==> config.mk <==
export PLATFORM = sky130hd
export DESIGN_NAME = aurora_hls_link_monitor
export DESIGN_NICKNAME = d
export VERILOG_FILES = /design/src/rtl/aurora_hls_link_monitor.sv
export SDC_FILE = /design/constraint.sdc
export NUM_CORES = 1
export LEC_CHECK = 0
export CAP_MARGIN = 10
export CORE_AREA = 2 2 121 123
export CTS_CLUSTER_DIAMETER = 40
export DETAILED_ROUTE_END_ITERATION = 7
export DIE_AREA = 0 0 123 125
export DONT_BUFFER_PORTS = 1
export GPL_ROUTABILITY_DRIVEN = 0
export PLACE_DENSITY = 0.83
export SLEW_MARGIN = 30
export SYNTH_ARGS = -nofsm -noshare
export SYNTH_HDL_FRONTEND = slang
export SYNTH_SLANG_ARGS = --single-unit
==> constraint.sdc <==
create_clock -name clk -period 4.6 [get_ports clk]
set_clock_uncertainty 0.2 [all_clocks]
set_input_delay 0.92 -clock clk [delete_from_list [all_inputs] [get_ports clk]]
set_output_delay 0.92 -clock clk [all_outputs]
set_load 0.02 [all_outputs]
==> src/rtl/aurora_hls_link_monitor.sv <==
// rtl/aurora_hls_link_monitor.sv - Aurora status / FIFO almost-full health monitor with saturating counters
// Optional run tracker (cur_run/max_run) enabled by defining AURORA_HLS_MONITOR_RUN_EN.
module aurora_hls_link_monitor #(
  parameter int                      STATUS_WIDTH = 13,
  parameter logic [STATUS_WIDTH-1:0] STATUS_OK    = 13'h11ff,
  parameter logic [STATUS_WIDTH-1:0] STATUS_MASK  = '1,
  parameter int                      NUM_FIFOS    = 2,
  parameter int                      CNT_WIDTH    = 32
) (
  input  logic                           clk,
  input  logic                           rst,
  input  logic [STATUS_WIDTH-1:0]        aurora_status,
  input  logic [NUM_FIFOS-1:0]           fifo_almost_full,
  input  logic                           clear,
  output logic                           status_ok,
  output logic [CNT_WIDTH-1:0]           core_status_not_ok_count,
  output logic [CNT_WIDTH-1:0]           core_status_drop_count,
  output logic [CNT_WIDTH-1:0]           core_status_max_run,
  output logic [NUM_FIFOS*CNT_WIDTH-1:0] fifo_overflow_count,
  output logic                           any_saturated
);

  localparam logic [CNT_WIDTH-1:0] CNT_MAX = {CNT_WIDTH{1'b1}};
  localparam logic [CNT_WIDTH-1:0] CNT_ONE = {{(CNT_WIDTH-1){1'b0}}, 1'b1};

  function automatic logic [CNT_WIDTH-1:0] sat_inc(input logic [CNT_WIDTH-1:0] v);
    return (v == CNT_MAX) ? v : v + CNT_ONE;
  endfunction

  logic                 ok;
  logic                 prev_ok;
  logic [NUM_FIFOS-1:0] prev_af;
  logic [CNT_WIDTH-1:0] not_ok_q, not_ok_d;
  logic [CNT_WIDTH-1:0] drop_q, drop_d;
  logic [CNT_WIDTH-1:0] ovf_q [NUM_FIFOS];
  logic [CNT_WIDTH-1:0] ovf_d [NUM_FIFOS];
  logic                 run_sat;
  logic                 sat_d;

  assign ok = ((aurora_status & STATUS_MASK) == (STATUS_OK & STATUS_MASK));

  always_comb begin
    not_ok_d = not_ok_q;
    drop_d   = drop_q;
    for (int i = 0; i < NUM_FIFOS; i++) ovf_d[i] = ovf_q[i];
    // clear wins over a same-cycle increment; edge history is kept
    if (clear) begin
      not_ok_d = '0;
      drop_d   = '0;
      for (int i = 0; i < NUM_FIFOS; i++) ovf_d[i] = '0;
    end else begin
      if (!ok) begin
        not_ok_d = sat_inc(not_ok_q);
        if (prev_ok) drop_d = sat_inc(drop_q);
      end
      for (int i = 0; i < NUM_FIFOS; i++) begin
        if (fifo_almost_full[i] && !prev_af[i]) ovf_d[i] = sat_inc(ovf_q[i]);
      end
    end
  end

  always_comb begin
    sat_d = (not_ok_d == CNT_MAX) || (drop_d == CNT_MAX) || run_sat;
    for (int i = 0; i < NUM_FIFOS; i++) begin
      if (ovf_d[i] == CNT_MAX) sat_d = 1'b1;
    end
  end

  always_ff @(posedge clk or posedge rst) begin
    if (rst) begin
      status_ok     <= 1'b0;
      prev_ok       <= 1'b1;
      prev_af       <= '0;
      not_ok_q      <= '0;
      drop_q        <= '0;
      any_saturated <= 1'b0;
      for (int i = 0; i < NUM_FIFOS; i++) ovf_q[i] <= '0;
    end else begin
      status_ok     <= ok;
      prev_ok       <= ok;
      prev_af       <= fifo_almost_full;
      not_ok_q      <= not_ok_d;
      drop_q        <= drop_d;
      any_saturated <= sat_d;
      for (int i = 0; i < NUM_FIFOS; i++) ovf_q[i] <= ovf_d[i];
    end
  end

  assign core_status_not_ok_count = not_ok_q;
  assign core_status_drop_count   = drop_q;

  for (genvar g = 0; g < NUM_FIFOS; g++) begin : g_ovf_out
    assign fifo_overflow_count[g*CNT_WIDTH +: CNT_WIDTH] = ovf_q[g];
  end

`ifdef AURORA_HLS_MONITOR_RUN_EN
  logic [CNT_WIDTH-1:0] run_q, run_d, max_q, max_d, run_inc;

  always_comb begin
    run_inc = sat_inc(run_q);
    run_d   = run_q;
    max_d   = max_q;
    if (clear) begin
      run_d = '0;
      max_d = '0;
    end else if (!ok) begin
      run_d = run_inc;
      if (run_inc > max_q) max_d = run_inc;
    end else begin
      run_d = '0;
    end
  end

  always_ff @(posedge clk or posedge rst) begin
    if (rst) begin
      run_q <= '0;
      max_q <= '0;
    end else begin
      run_q <= run_d;
      max_q <= max_d;
    end
  end

  // cur_run never exceeds max_run, so max_run alone covers saturation
  assign run_sat             = (max_d == CNT_MAX);
  assign core_status_max_run = max_q;
`else
  assign run_sat             = 1'b0;
  assign core_status_max_run = '0;
`endif

endmodule

# --- Word level (Yosys, flattened, before mapping) ---
# Index checks and enable logic that the tools add are counted.
totals:
  n_memories: 0
  output_inout_bits: 162
  latchBits: 0
  mem_bits_ro: 0
  register_bits: 133
  wordCells: 40
  in_bits: 18
  ramBits: 0
classes:
  addsub: 4
  muxes: 14
  magnitude_cmp: 0
  n_reduce_logical: 5
  mul: 0
  n_shift: 0
  n_eq_ne: 9
  bitwise: 0
  div_mod_pow: 0
op_table:
  columns: ["cell", "n"]
  rows:
  - ["2-to-1 mux 32 bit", 11]
  - ["equality test 32 bit, second input constant", 8]
  - ["adder 32 x 1 -> 32 bit, second input constant", 4]
  - ["2-to-1 mux 64 bit", 1]
  - ["equality test 13 bit, second input constant", 1]
  - ["logical AND 1 bit", 2]
  - ["logical NOT 1 bit", 2]
  - ["2-to-1 mux 1 bit", 2]
  - ["logical OR 1 bit", 1]

# --- Logic depth before layout (Yosys ltp) ---
logic_depth:
  ltp_word: 9
  mapped_depth: 12
  depth_no_buf: 10

# --- Least setup slack after synthesis ---
# No wires, ideal clock.
synth_path:
  path_kind: "input -> register"
  startpoint: "input aurora_status[11]"
  endpoint: "register any_saturated"
  arrival_time_ns: 3.181
  path_slack_ns: 1.088
  stages: 11
  t_required_ns: 4.268
  path_cell_list: "or3b_1 or4_1 clkbuf_1 nand2_1 clkbuf_1 nor2_1 xnor2_1 nor4b_1 and4_1 a211oi_1 o31ai_1"
synth_between:
  elab_chain_len: 7
synth_lines:
  columns: ["item", "line", "text"]
  rows:
  - ["start, declared", "12", "input logic [STATUS_WIDTH-1:0] aurora_status,"]
  - ["equality test 13 bit *", "40", "assign ok = ((aurora_status & STATUS_MASK) == (STATUS_OK & STATUS_MASK));"]
  - ["2-to-1 mux 32 bit", "52", "if (!ok) begin"]
  - ["2-to-1 mux 32 bit", "47", "if (clear) begin"]
  - ["equality test 32 bit", "63", "sat_d = (not_ok_d == CNT_MAX) || (drop_d == CNT_MAX) || run_sat;"]
  - ["logical OR 1 bit *", "63", null]
  - ["2-to-1 mux 1 bit * (2 in a row)", "65", "if (ovf_d[i] == CNT_MAX) sat_d = 1'b1;"]
  - ["net sat_d", "38", "logic sat_d;"]
  - ["end signal, assigned", "84", "any_saturated <= sat_d;"]
  - ["end, declared", "20", "output logic any_saturated"]
# Mark *: on every way through the listed nets, which the timed path passes. The rest lies on a longest branch.

# --- Final worst setup path ---
layout_path:
  startpoint: "register ovf_q (netlist bit fifo_overflow_count[36])"
  endpoint: "register any_saturated"
layout_between:
  elab_chain_len: 6
layout_lines:
  columns: ["item", "line", "text"]
  rows:
  - ["start, declared", "35", "logic [CNT_WIDTH-1:0] ovf_q [NUM_FIFOS];"]
  - ["adder 32 x 1 -> 32 bit or equality test 32 bit (tied branches)", "27", "return (v == CNT_MAX) ? v : v + CNT_ONE;"]
  - ["2-to-1 mux 32 bit", "27", null]
  - ["2-to-1 mux 32 bit *", "57", "if (fifo_almost_full[i] && !prev_af[i]) ovf_d[i] = sat_inc(ovf_q[i]);"]
  - ["2-to-1 mux 64 bit *", "47", null]
  - ["equality test 32 bit *", "65", null]
  - ["2-to-1 mux 1 bit *", "65", null]
  - ["net sat_d", "38", null]
# Marks and branches as above.

==> impl_results.md <==
* Die area at 15,400 um^2
* Area contributors post-synth: dfrtp_1 (41%), nor2_1 (5.0%), xor2_1 (4.6%)
* Count leader, synth: dfrtp_1
* Yosys top cell by area: dfrtp_1
* Required time worst endpoint at 4.72 ns
* Maximum vdd drop at 0.000265 V
* Routed wire length at 21,100 um
* YS warnings at 0
* Starting Density at 56.5%
* Yosys reg bits at 133
* RSZ-0062 raised after global routing: no
* Static Leakage at 3.36 nW
* Vias in the first global route at 6,629
* Pwr dens at 303 nW/um^2
* Remaining Overflow, GRT at 0
* R2R Setup Slk at 0.67 ns
* # nets final at 904
* WHS Endpoint: prev_af[1]$_DFF_PP0_
* Clock Latency Late Sink at 0.42 ns
* EDFF count, synth at 0
* Detailed Routing Iterations Pass 1 at 8
* Hold Vio Cnt, Final at 0
* Share of layout cells above drive strength 1 at 7.37%
* Post-CTS Setup Bufs at 0
* Clock Tree Buf Depth at 2
* Crit Path Max Fanout at 12
* Relative slew slack at 41.7%
* Largest net degree at the start of global routing at 146
* Hold depth at 0
* CTS clk-pin slew, worst paths at 0.06 ns
* CTS tree: yes
* Initial antenna violation count at 0
* Max-cap violation count at 0
* Syn_area_per_cell at 9.03 um^2
* CTS root buffer: clkbuf_16
* Post-DR wirelength/cell at 19.6 um
* Type of element launching the critical path: flop
* H-Tree Depth at 4
* Achievable Freq at 255 MHz
* Routed Antenna Nets at 0
* CP Data Arrival Time at 4.05 ns
* Total CTS buffers at 17
* Hold_sp: fifo_almost_full[1]
* Site Rows at 44
* Tmin final at 3.93 ns
* Top FF cell, synth: dfrtp_1
* Post-Syn Area at 8030 um^2
* Final setup TNS at 0 ns
* Worst hold path class: in -> reg
* First DRT Iteration DRCs at 789
* # port buffers at 0
* CP Capture Type: flop
* DRC at 0
* Synth cell count leaders: dfrtp_1 (132), nor2_1 (107), nand2_1 (66)
* Top-area cell type share of the netlist area at 41.2%
* Post-cts sizing count at 0
* Via count at 7,122
* Pins over their slew limit at 0
* Synth cell types at 71
* Clock Sinks at 133
* Seq/Total Area, Yosys at 41.5%
* Global-route wire length before repair at 34,300 um
* Crit Path Class: reg -> reg
* Final Util at 60.9%
* Final setup vio count at 0
* IO Count at 180
* Synth Instances at 889
* Status: finished clean
* Die Wd at 123 um
* Post-route clock period utilization at 85.4%
* Number of cells on the worst reg-to-reg path at 9
* Hold Buf Count CTS at 0
* Via-per-instance ratio at 6.60
* Chip height at 125 um
* GRT Util Overall at 28.0%
* Core area at 14,200 um^2
* RR Endpoint: any_saturated$_DFF_PP0_
* Slew @ Worst Pin at 0.852 ns
* N_diodes at 0
* Layout area overhead at 7.86%
* DP HPWL at 14,500 um
* Reg2Reg Launch Point: fifo_overflow_count[36]$_DFF_PP0_
* Asr flop ratio synth at 100%
worst max-delay path, cell delays in order, from the launching register on:
cell      delay (ns)
dfrtp_1         0.60
nand4_2         0.26
or4_1           0.72
nor3_4          0.46
nor3_1          0.12
xor2_1          0.25
or4bb_1         0.52
nor4_1          0.49
a211oi_1        0.11
o31ai_1         0.10
flip-flops by register name (all words and copies together), names as in the netlist:
signal and flops:
any_saturated 1, core_status_drop_count 32, core_status_not_ok_count 32, fifo_overflow_count 64, prev_af 2, prev_ok 1, status_ok 1
cells by family after synthesis:
kind of cell / synth area share, %
AOI/OAI and AO/OA: 9.88
xor gates and xnor gates: 8.73
adders and majority gates: 0.624
buffers and inverters: 5.68
DFF: 41.5
muxes: 0.935
other: 0.0467
and+or+nand+nor: 32.6
power breakdown:
group	switching, mW	leakage (nW)	internal, mW	total, mW
Combinational	0.0578	1.23	0.0130	0.0708
Sequential	0.0135	1.85	1.18	1.19
Clock	0.511	0.289	0.851	1.36
per-stage QoR:
stage	instances	cell area, um^2	total power, mW	hold slack, ns	setup slack [ns]
2_1_floorplan	920	8150	1.30	0.402	1.09
5_1_grt	1079	8660	2.71	0.304	0.430
6_report	1079	8660	2.62	0.329	0.672
3_3_place_gp	1047	8070	1.28	0.450	0.625
4_1_cts	1079	8660	2.64	0.314	0.649
3_5_place_dp	1047	8070	1.28	0.472	0.526
per-layer routing:
metal	vias to the layer above	track usage, %	wire length (um)
met5	-	0	0
met4	0	9.36	471
met3	69	9.17	2120
met2	411	43.4	10100
met1	3419	37.0	8420
li1	3223	-	-
cell usage in the layout, fill, tap and decap left out, types with 17 or more instances in the layout:
cell,instances
dfrtp_1,132
nor2_1,107
nand2_1,66
nand4_1,57
nand3_1,49
a21oi_1,44
xor2_1,42
xnor2_1,38
conb_1,32
nor3_1,22
and4_1,21
or4_1,21
nor4_1,21
or3_1,20
and3_1,19
o21ai_0,17
clkbuf_16,17
area by class of cell:
cell class                      count  area, um^2
Fill cell                        1200        5550
Inverter                           16        63.8
Clock inverter                      9         100
Tap cell                          184         230
Sequential cell                   133        3330
Multi-Input combinational cell    705        4360
Timing Repair Buffer                9        80.1
Clock buffer                       23         488
how the worst max path moves through the flow:
stage | start | end | cells after the start
6_report | fifo_overflow_count[36]$_DFF_PP0_ | any_saturated$_DFF_PP0_ | 9
5_1_grt | core_status_not_ok_count[0]$_DFF_PP0_ | any_saturated$_DFF_PP0_ | 10
4_1_cts | fifo_overflow_count[36]$_DFF_PP0_ | any_saturated$_DFF_PP0_ | 9
3_5_place_dp | aurora_status[11] | any_saturated$_DFF_PP0_ | 9
3_3_place_gp | aurora_status[11] | any_saturated$_DFF_PP0_ | 9
2_1_floorplan | aurora_status[11] | any_saturated$_DFF_PP0_ | 11
(Power assumes the default switching activity.)
